`src/rtl/pc_fetch_ctrl.sv`:
```
// pc_fetch_ctrl -- fetch-stage program counter.
//
// Holds the fetch PC, advances it sequentially by STEP, or redirects it to a
// trap / jump / branch target (trap wins over jump, jump over branch).
// A redirect that arrives while the pipeline is stalled is remembered and
// applied once the stall releases. Every PC written is ANDed with ADDR_MASK
// and forced to a STEP boundary. A short history of retired fetch PCs is
// kept for the downstream stages.
//
// Ports:
//   clk            rising-edge clock
//   reset          asynchronous, active-low reset
//   stall          1 = hold the PC (hazard unit)
//   branch_taken   branch redirect request, target on branch_target
//   jump           jump redirect request, target on jump_target
//   trap           exception redirect request, target on trap_vector
//   PCValue        current fetch PC (registered)
//   PCPlus4        (PCValue + STEP) & ADDR_MASK, combinational
//   fetch_valid    1 = PCValue is a valid fetch this cycle
//   misaligned     one-cycle pulse: the last loaded redirect target was misaligned
//   redirect_pend  1 = a redirect was captured during a stall, not yet applied
//   pc_hist        hist[0] in bits [N-1:0]; hist[k] = PC k+1 advances ago
//
// State | meaning
// ------+---------------------------------------------------------------
// BOOT  | first cycle after reset, PC holds, no valid fetch
// RUN   | normal fetch; advances or captures a redirect while stalled
// PEND  | stalled with a captured redirect waiting for the stall to drop

module pc_fetch_ctrl #(
  parameter int            N            = 32,
  parameter logic [N-1:0]  ADDR_MASK    = N'(32'h0000_FFFF),
  parameter logic [N-1:0]  RESET_VECTOR = '0,
  parameter int            STEP         = 4,
  parameter int            HIST_DEPTH   = 3
) (
  input  logic                    clk,
  input  logic                    reset,
  input  logic                    stall,
  input  logic                    branch_taken,
  input  logic [N-1:0]            branch_target,
  input  logic                    jump,
  input  logic [N-1:0]            jump_target,
  input  logic                    trap,
  input  logic [N-1:0]            trap_vector,
  output logic [N-1:0]            PCValue,
  output logic [N-1:0]            PCPlus4,
  output logic                    fetch_valid,
  output logic                    misaligned,
  output logic                    redirect_pend,
  output logic [N*HIST_DEPTH-1:0] pc_hist
);

  localparam logic [N-1:0] STEP_V   = N'(STEP);
  localparam logic [N-1:0] ALIGN_LO = STEP_V - N'(1);
  localparam logic [N-1:0] PC_RESET = RESET_VECTOR & ADDR_MASK & ~ALIGN_LO;

  typedef enum logic [1:0] {BOOT, RUN, PEND} state_t;

  state_t                  state_q, state_d;
  logic [N-1:0]            pend_q, pend_d;
  logic [N-1:0]            pc_d;
  logic                    mis_d;
  logic [N*HIST_DEPTH-1:0] hist_d, hist_shift;
  logic [N-1:0]            sel_target, load_target;
  logic                    redirect, advance, load_is_redirect;

  assign PCPlus4       = (PCValue + STEP_V) & ADDR_MASK;
  assign fetch_valid   = (state_q != BOOT);
  assign redirect_pend = (state_q == PEND);
  assign redirect      = trap | jump | branch_taken;

  always_comb begin
    if (trap)              sel_target = trap_vector;
    else if (jump)         sel_target = jump_target;
    else if (branch_taken) sel_target = branch_target;
    else                   sel_target = PCPlus4;
  end

  always_comb begin
    hist_shift = '0;
    hist_shift[N-1:0] = PCValue;
    for (int k = 1; k < HIST_DEPTH; k++) begin
      hist_shift[k*N +: N] = pc_hist[(k-1)*N +: N];
    end
  end

  always_comb begin
    state_d          = state_q;
    pend_d           = pend_q;
    pc_d             = PCValue;
    mis_d            = 1'b0;
    hist_d           = pc_hist;
    advance          = 1'b0;
    load_target      = PCPlus4;
    load_is_redirect = 1'b0;

    case (state_q)
      BOOT: state_d = RUN;
      RUN: begin
        if (!stall) begin
          advance          = 1'b1;
          load_target      = sel_target;
          load_is_redirect = redirect;
        end else if (redirect) begin
          pend_d  = sel_target;
          state_d = PEND;
        end
      end
      PEND: begin
        if (stall) begin
          // Only a trap may replace the captured target while still stalled.
          if (trap) pend_d = trap_vector;
        end else begin
          advance          = 1'b1;
          load_target      = trap ? trap_vector : pend_q;
          load_is_redirect = 1'b1;
          state_d          = RUN;
        end
      end
      default: state_d = BOOT;
    endcase

    if (advance) begin
      pc_d   = load_target & ADDR_MASK & ~ALIGN_LO;
      // Misalignment is judged on the raw target, before alignment drops the low bits.
      mis_d  = load_is_redirect && ((load_target & ALIGN_LO) != '0);
      hist_d = hist_shift;
    end
  end

  always_ff @(posedge clk or negedge reset) begin
    if (!reset) begin
      state_q    <= BOOT;
      PCValue    <= PC_RESET;
      pend_q     <= '0;
      misaligned <= 1'b0;
      pc_hist    <= '0;
    end else begin
      state_q    <= state_d;
      PCValue    <= pc_d;
      pend_q     <= pend_d;
      misaligned <= mis_d;
      pc_hist    <= hist_d;
    end
  end

endmodule

```
`config.mk`:
```
export PLATFORM = sky130hd
export DESIGN_NAME = pc_fetch_ctrl
export DESIGN_NICKNAME = d
export VERILOG_FILES = /design/src/rtl/pc_fetch_ctrl.sv
export SDC_FILE = /design/constraint.sdc
export NUM_CORES = 1
export LEC_CHECK = 0
export CAP_MARGIN = 25
export CORE_MARGIN = 4
export CORE_UTILIZATION = 40
export CTS_CLUSTER_DIAMETER = 100
export CTS_CLUSTER_SIZE = 24
export DETAILED_ROUTE_END_ITERATION = 8
export PLACE_DENSITY = 0.91
export SYNTH_ARGS = -nofsm -noshare
export SYNTH_HDL_FRONTEND = slang
export SYNTH_SLANG_ARGS = --single-unit
```
`constraint.sdc`:
```
create_clock -name clk -period 2.44 [get_ports clk]
set_clock_uncertainty 0.1 [all_clocks]
set_input_delay 0.488 -clock clk [delete_from_list [all_inputs] [get_ports clk]]
set_output_delay 0.488 -clock clk [all_outputs]
set_load 0.05 [all_outputs]
```
* Word level (Yosys, flattened, before mapping) *
Cells that the tools add are included.

word-level totals
  register bits after elaboration = 91
  latch bits = 0
  memory bits (writable) = 0
  ROM bits = 0
  bits of input ports = 102
  output and inout bits = 163
  word-level logic and storage cells = 42
  memories = 0

cells by class
  add/subtract/negate cells = 1
  multipliers = 0
  div/mod/pow operators = 0
  magnitude comparators = 0
  equal/unequal tests = 6
  shift operators = 0
  multiplexer cells = 20
  bitwise logic cells = 2
  reductions and logical operators = 8

operator list
  kind                                           number
  2-to-1 mux 32 bit                              7
  case mux 32 bit (2 select lines)               1
  2-to-1 mux 16 bit                              2
  case mux 16 bit (2 select lines)               1
  nonzero test 32 bit                            1
  adder 16 x 3 -> 16 bit, second input constant  1
  inequality test 2 bit, second input constant   4
  2-to-1 mux 2 bit                               3
  case mux 2 bit (3 select lines)                1
  2-to-1 mux 1 bit                               4
  AND reduction 4 bit                            1
  nonzero test 2 bit                             2
  AND reduction 3 bit                            1
  == test 2 x 1 -> 1 bit, second input constant  1
  == test 2 bit, second input constant           1
  logical NOT 2 bit                              1
  OR 1 bit                                       2
  case mux 1 bit (2 select lines)                1
  OR reduction 2 bit                             1
  logical AND 1 bit                              1

* Longest topological paths before layout *
  depth after elaboration = 9
  gate-level depth with buffers = 8
  mapped depth without buffers = 6

* Least setup slack after synthesis *
Ideal clock, no wire load.

  kind = reg2out
  from = register PCValue[7]
  to = output port PCPlus4[13]
  arrival time = 2.270 ns
  data required time = 1.852 ns
  path slack = -0.418 ns
  cell stages (with the launch flop) = 5
  path buffers = 1
  cells stage by stage = dfrtp_1 buf_2 nand4_2 nor4_1 xor2_1

between the ends
  longest elaborated chain between the ends = 1

RTL lines
  what                      line  text
  start: declaration        46    output logic [N-1:0] PCValue,
  start signal: assignment  141   PCValue <= pc_d;
  adder 16 x 3 -> 16 bit    68    assign PCPlus4 = (PCValue + STEP_V) & ADDR_MASK;
  end: declaration          47    output logic [N-1:0] PCPlus4,

No other way between the ends.

* Worst setup path after layout *
  from = register PCValue[7]
  to = output port PCPlus4[15]

The elaborated chain is that of the path after synthesis.

==> metrics.md <==
| Metric | Value |
|---|---|
| Clk Latency, worst-skew pair | `330 ps` |
| Final-stage net count | `859` |
| Critical Path Fanout Max | `8` |
| Final setup fails | `2` |
| Largest net degree at the start of global routing | `43` |
| Post-synth EDFFs | `0` |
| Placed cells | `891` |
| H-tree lvl count | `3` |
| Iteration-0 DRC Markers | `604` |
| Max Cap Viol | `0` |
| Antenna violations before repair | `0` |
| Final Critical Period | `2520 ps` |
| Synth top area share | `37.8%` |
| Most used DFF post-synth | `dfrtp_1` |
| R2R cell count | `6` |
| Number of global-route vias before repair | `4,479` |
| Worst hold path type | `reg -> reg` |
| Die height | `119 um` |
| Max_slew headroom | `63.3%` |
| # diodes | `0` |
| Top cells by area, synth | `dfrtp_1, buf_4, nand2_1` |
| Wire per inst | `16.6 um` |
| Worst-case clock buffer depth | `2` |
| Setup ws final | `-78.1 ps` |
| Synth Cell Area | `4960 um^2` |
| Max-slew violations | `0` |
| Worst r2r src | `state_q[0]` |
| I/O Buffers | `126` |
| Post-route ant nets | `0` |
| Sequential-to-total area share from yosys stat | `37.8%` |
| Die X-Extent | `119 um` |
| Core Footprint | `12,100 um^2` |
| IO Pins | `265` |
| Reg clk slew, reported paths | `60 ps` |
| First-pass DRT Iterations | `7` |
| Top-count cell post-synth | `nand2_1` |
| Lkg Pwr | `3.17 nW` |
| Cell accounting for the most synthesized area | `dfrtp_1` |
| DRC | `0` |
| Area Overhead vs Synth | `39.3%` |
| Pwr Density | `1430 nW/um^2` |
| Post-synth ARST share | `100%` |
| Yosys warns | `0` |
| Post-synth top cells | `nand2_1, buf_4, dfrtp_1, o21ai_0, clkbuf_1` |
| Via-to-Cell Ratio | `5.12` |
| Starting Density | `41.1%` |
| Unrepaired setup endpoints after global routing | `true` |
| WL final | `15.4 mm` |
| Register-to-register setup slack | `180 ps` |
| Fmax | `397 MHz` |
| Average size of a mapped cell | `8.31 um^2` |
| GRT Util Overall | `20.3%` |
| First-pass GRT wire length | `23.3 mm` |
| Status | `complete, but fails checks` |
| Crit end category | `output port` |
| Worst EP arrival | `1930 ps` |
| Cell variety after synth | `58` |
| Fillers | `1,038` |
| CTS root buf | `clkbuf_16` |
| Hold Violations, Final | `0` |
| Crit path from | `PCValue[7]` |
| Setup crit end | `PCPlus4[15]` |
| Crit path kind | `reg -> out` |
| Congestion Overflow GR | `0` |
| CP Launch Type | `register` |
| Least-Margin Pin Slew | `549 ps` |
| Tot Pwr | `9.86 mW` |
| Cell row count | `40` |
| Die footprint | `14,200 um^2` |
| Final HPWL DP | `11.3 mm` |
| Clk sinks | `75` |
| Vias | `4,737` |
| Worst R2R End | `pend_q[8]` |
| Period utilization | `103%` |
| Peak VDD IR | `976 uV` |
| Synthesized instance count | `597` |
| Final non-filler cell total | `925` |
| Share of cells above drive strength 1 | `16.4%` |
| Crit path required time | `1850 ps` |
| Final Wtd Congestion | `0.913` |
| Failing checks | `setup timing` |
| CTS tree | `done` |
| Register bit count reported by yosys | `75` |
| Pre-CTS setup slack | `106 ps` |
| CTS Buf Count | `9` |
## layout make-up
class	instances	area, um^2	area share (%)
clock buffer	10	239	3.46
clock inverter	6	71.3	1.03
inverter	15	56.3	0.815
multi-input combinational	471	2660	38.4
sequential	75	1890	27.3
tap	168	210	3.04
timing repair buffer	180	1790	25.9
## stage by stage
| step | setup TNS [ps] | utilization (%) | area (um^2) | hold WS, ps |
|---|---|---|---|---|
| 3_5_place_dp | 0 | 52.6 | 6340 | 280 |
| 6_report | -112 | 57.3 | 6910 | 375 |
| 3_3_place_gp | 0 | 52.6 | 6340 | 276 |
| 2_1_floorplan | 0 | - | 5330 | 92.4 |
| 4_1_cts | -78.2 | 56.6 | 6820 | 379 |
| 5_1_grt | -314 | 57.3 | 6910 | 407 |
## per-layer routing
metal  GRT usage (%)  routed length, um  share of wire, %  up-vias
met5               0                  0                 0        -
met4            6.73                315               2.0        0
met3            3.47               1420               9.2       28
met2            33.1               7500                49      323
met1            27.3               6130                40     2195
li1                -                  -                 -     2191
## cells in the final DEF, fill, tap and decap left out, types with 5 or more instances in the layout
cell type        count
nor2b_1              9
nand3_1              8
o221a_2              6
mux2i_1             13
o21a_1               5
nor3b_1              5
nand2b_1             6
a21oi_1             16
dfrtp_1             66
nand2_1            144
nor3_1               9
a221o_1              6
a31oi_1              5
o21ai_0             21
o22ai_1             10
dfrtp_2              9
clkbuf_16            9
inv_1               15
o211ai_1             6
nand3b_1             7
buf_4               52
conb_1              90
nor2_1              18
buf_12              10
o31ai_1              5
clkdlybuf4s50_1    109
a22oi_1              6
## critical path: stages, from the launching register on
cell	delay (ps)
dfrtp_2	450
nand4_2	130
or4_4	600
nor2_4	120
xnor2_2	130
buf_12	170
## sequential cells by signal, summed over array words and instances, names as in the netlist
name        cells
misaligned      1
pc_hist        42
PCValue        14
pend_q         16
state_q         2
## cell families (layout without fill, tap and decap cells)
family	count (synthesis)	in the layout	synth area share, %
XOR/XNOR	7	7	1.24
AO/OA/AOI/OAI	120	120	17.4
flip-flops	75	75	37.8
AND/OR/NAND/NOR	234	234	21.6
adder cells (fa/ha/maj)	5	5	1.26
multiplexers	15	15	3.08
other	1	90	0.0756
buffers and inverters	140	211	17.6
## worst min-delay path by stage
| stage | to | start | cells after the start | slack, ps |
|---|---|---|---|---|
| final | pc_hist[68] | pc_hist[68] | 2 | 370 |
| after global routing | pc_hist[68] | pc_hist[68] | 2 | 410 |
| after CTS | pc_hist[69] | pc_hist[69] | 2 | 380 |
| after detailed placement | pc_hist[74] | reset | 1 | 280 |
| after global placement | pc_hist[41] | reset | 1 | 280 |
| after floorplan | PCValue[10] | reset | 0 | 90 |
## power by group
| part | total (mW) | switching [mW] | internal [mW] |
|---|---|---|---|
| clock network | 1.36 | 0.535 | 0.828 |
| registers | 2.27 | 0.464 | 1.80 |
| logic | 6.23 | 4.02 | 2.21 |
## what timing repair did
action,in CTS,in global routing
cloned,0,0
pin swaps,4,5
resized for setup,18,10
setup endpoints to repair,7,9
buffers inserted,10,7
hold buffers,1,0
endpoints found under the hold margin,16,0
Note: power is estimated with default switching activity, not from simulation.
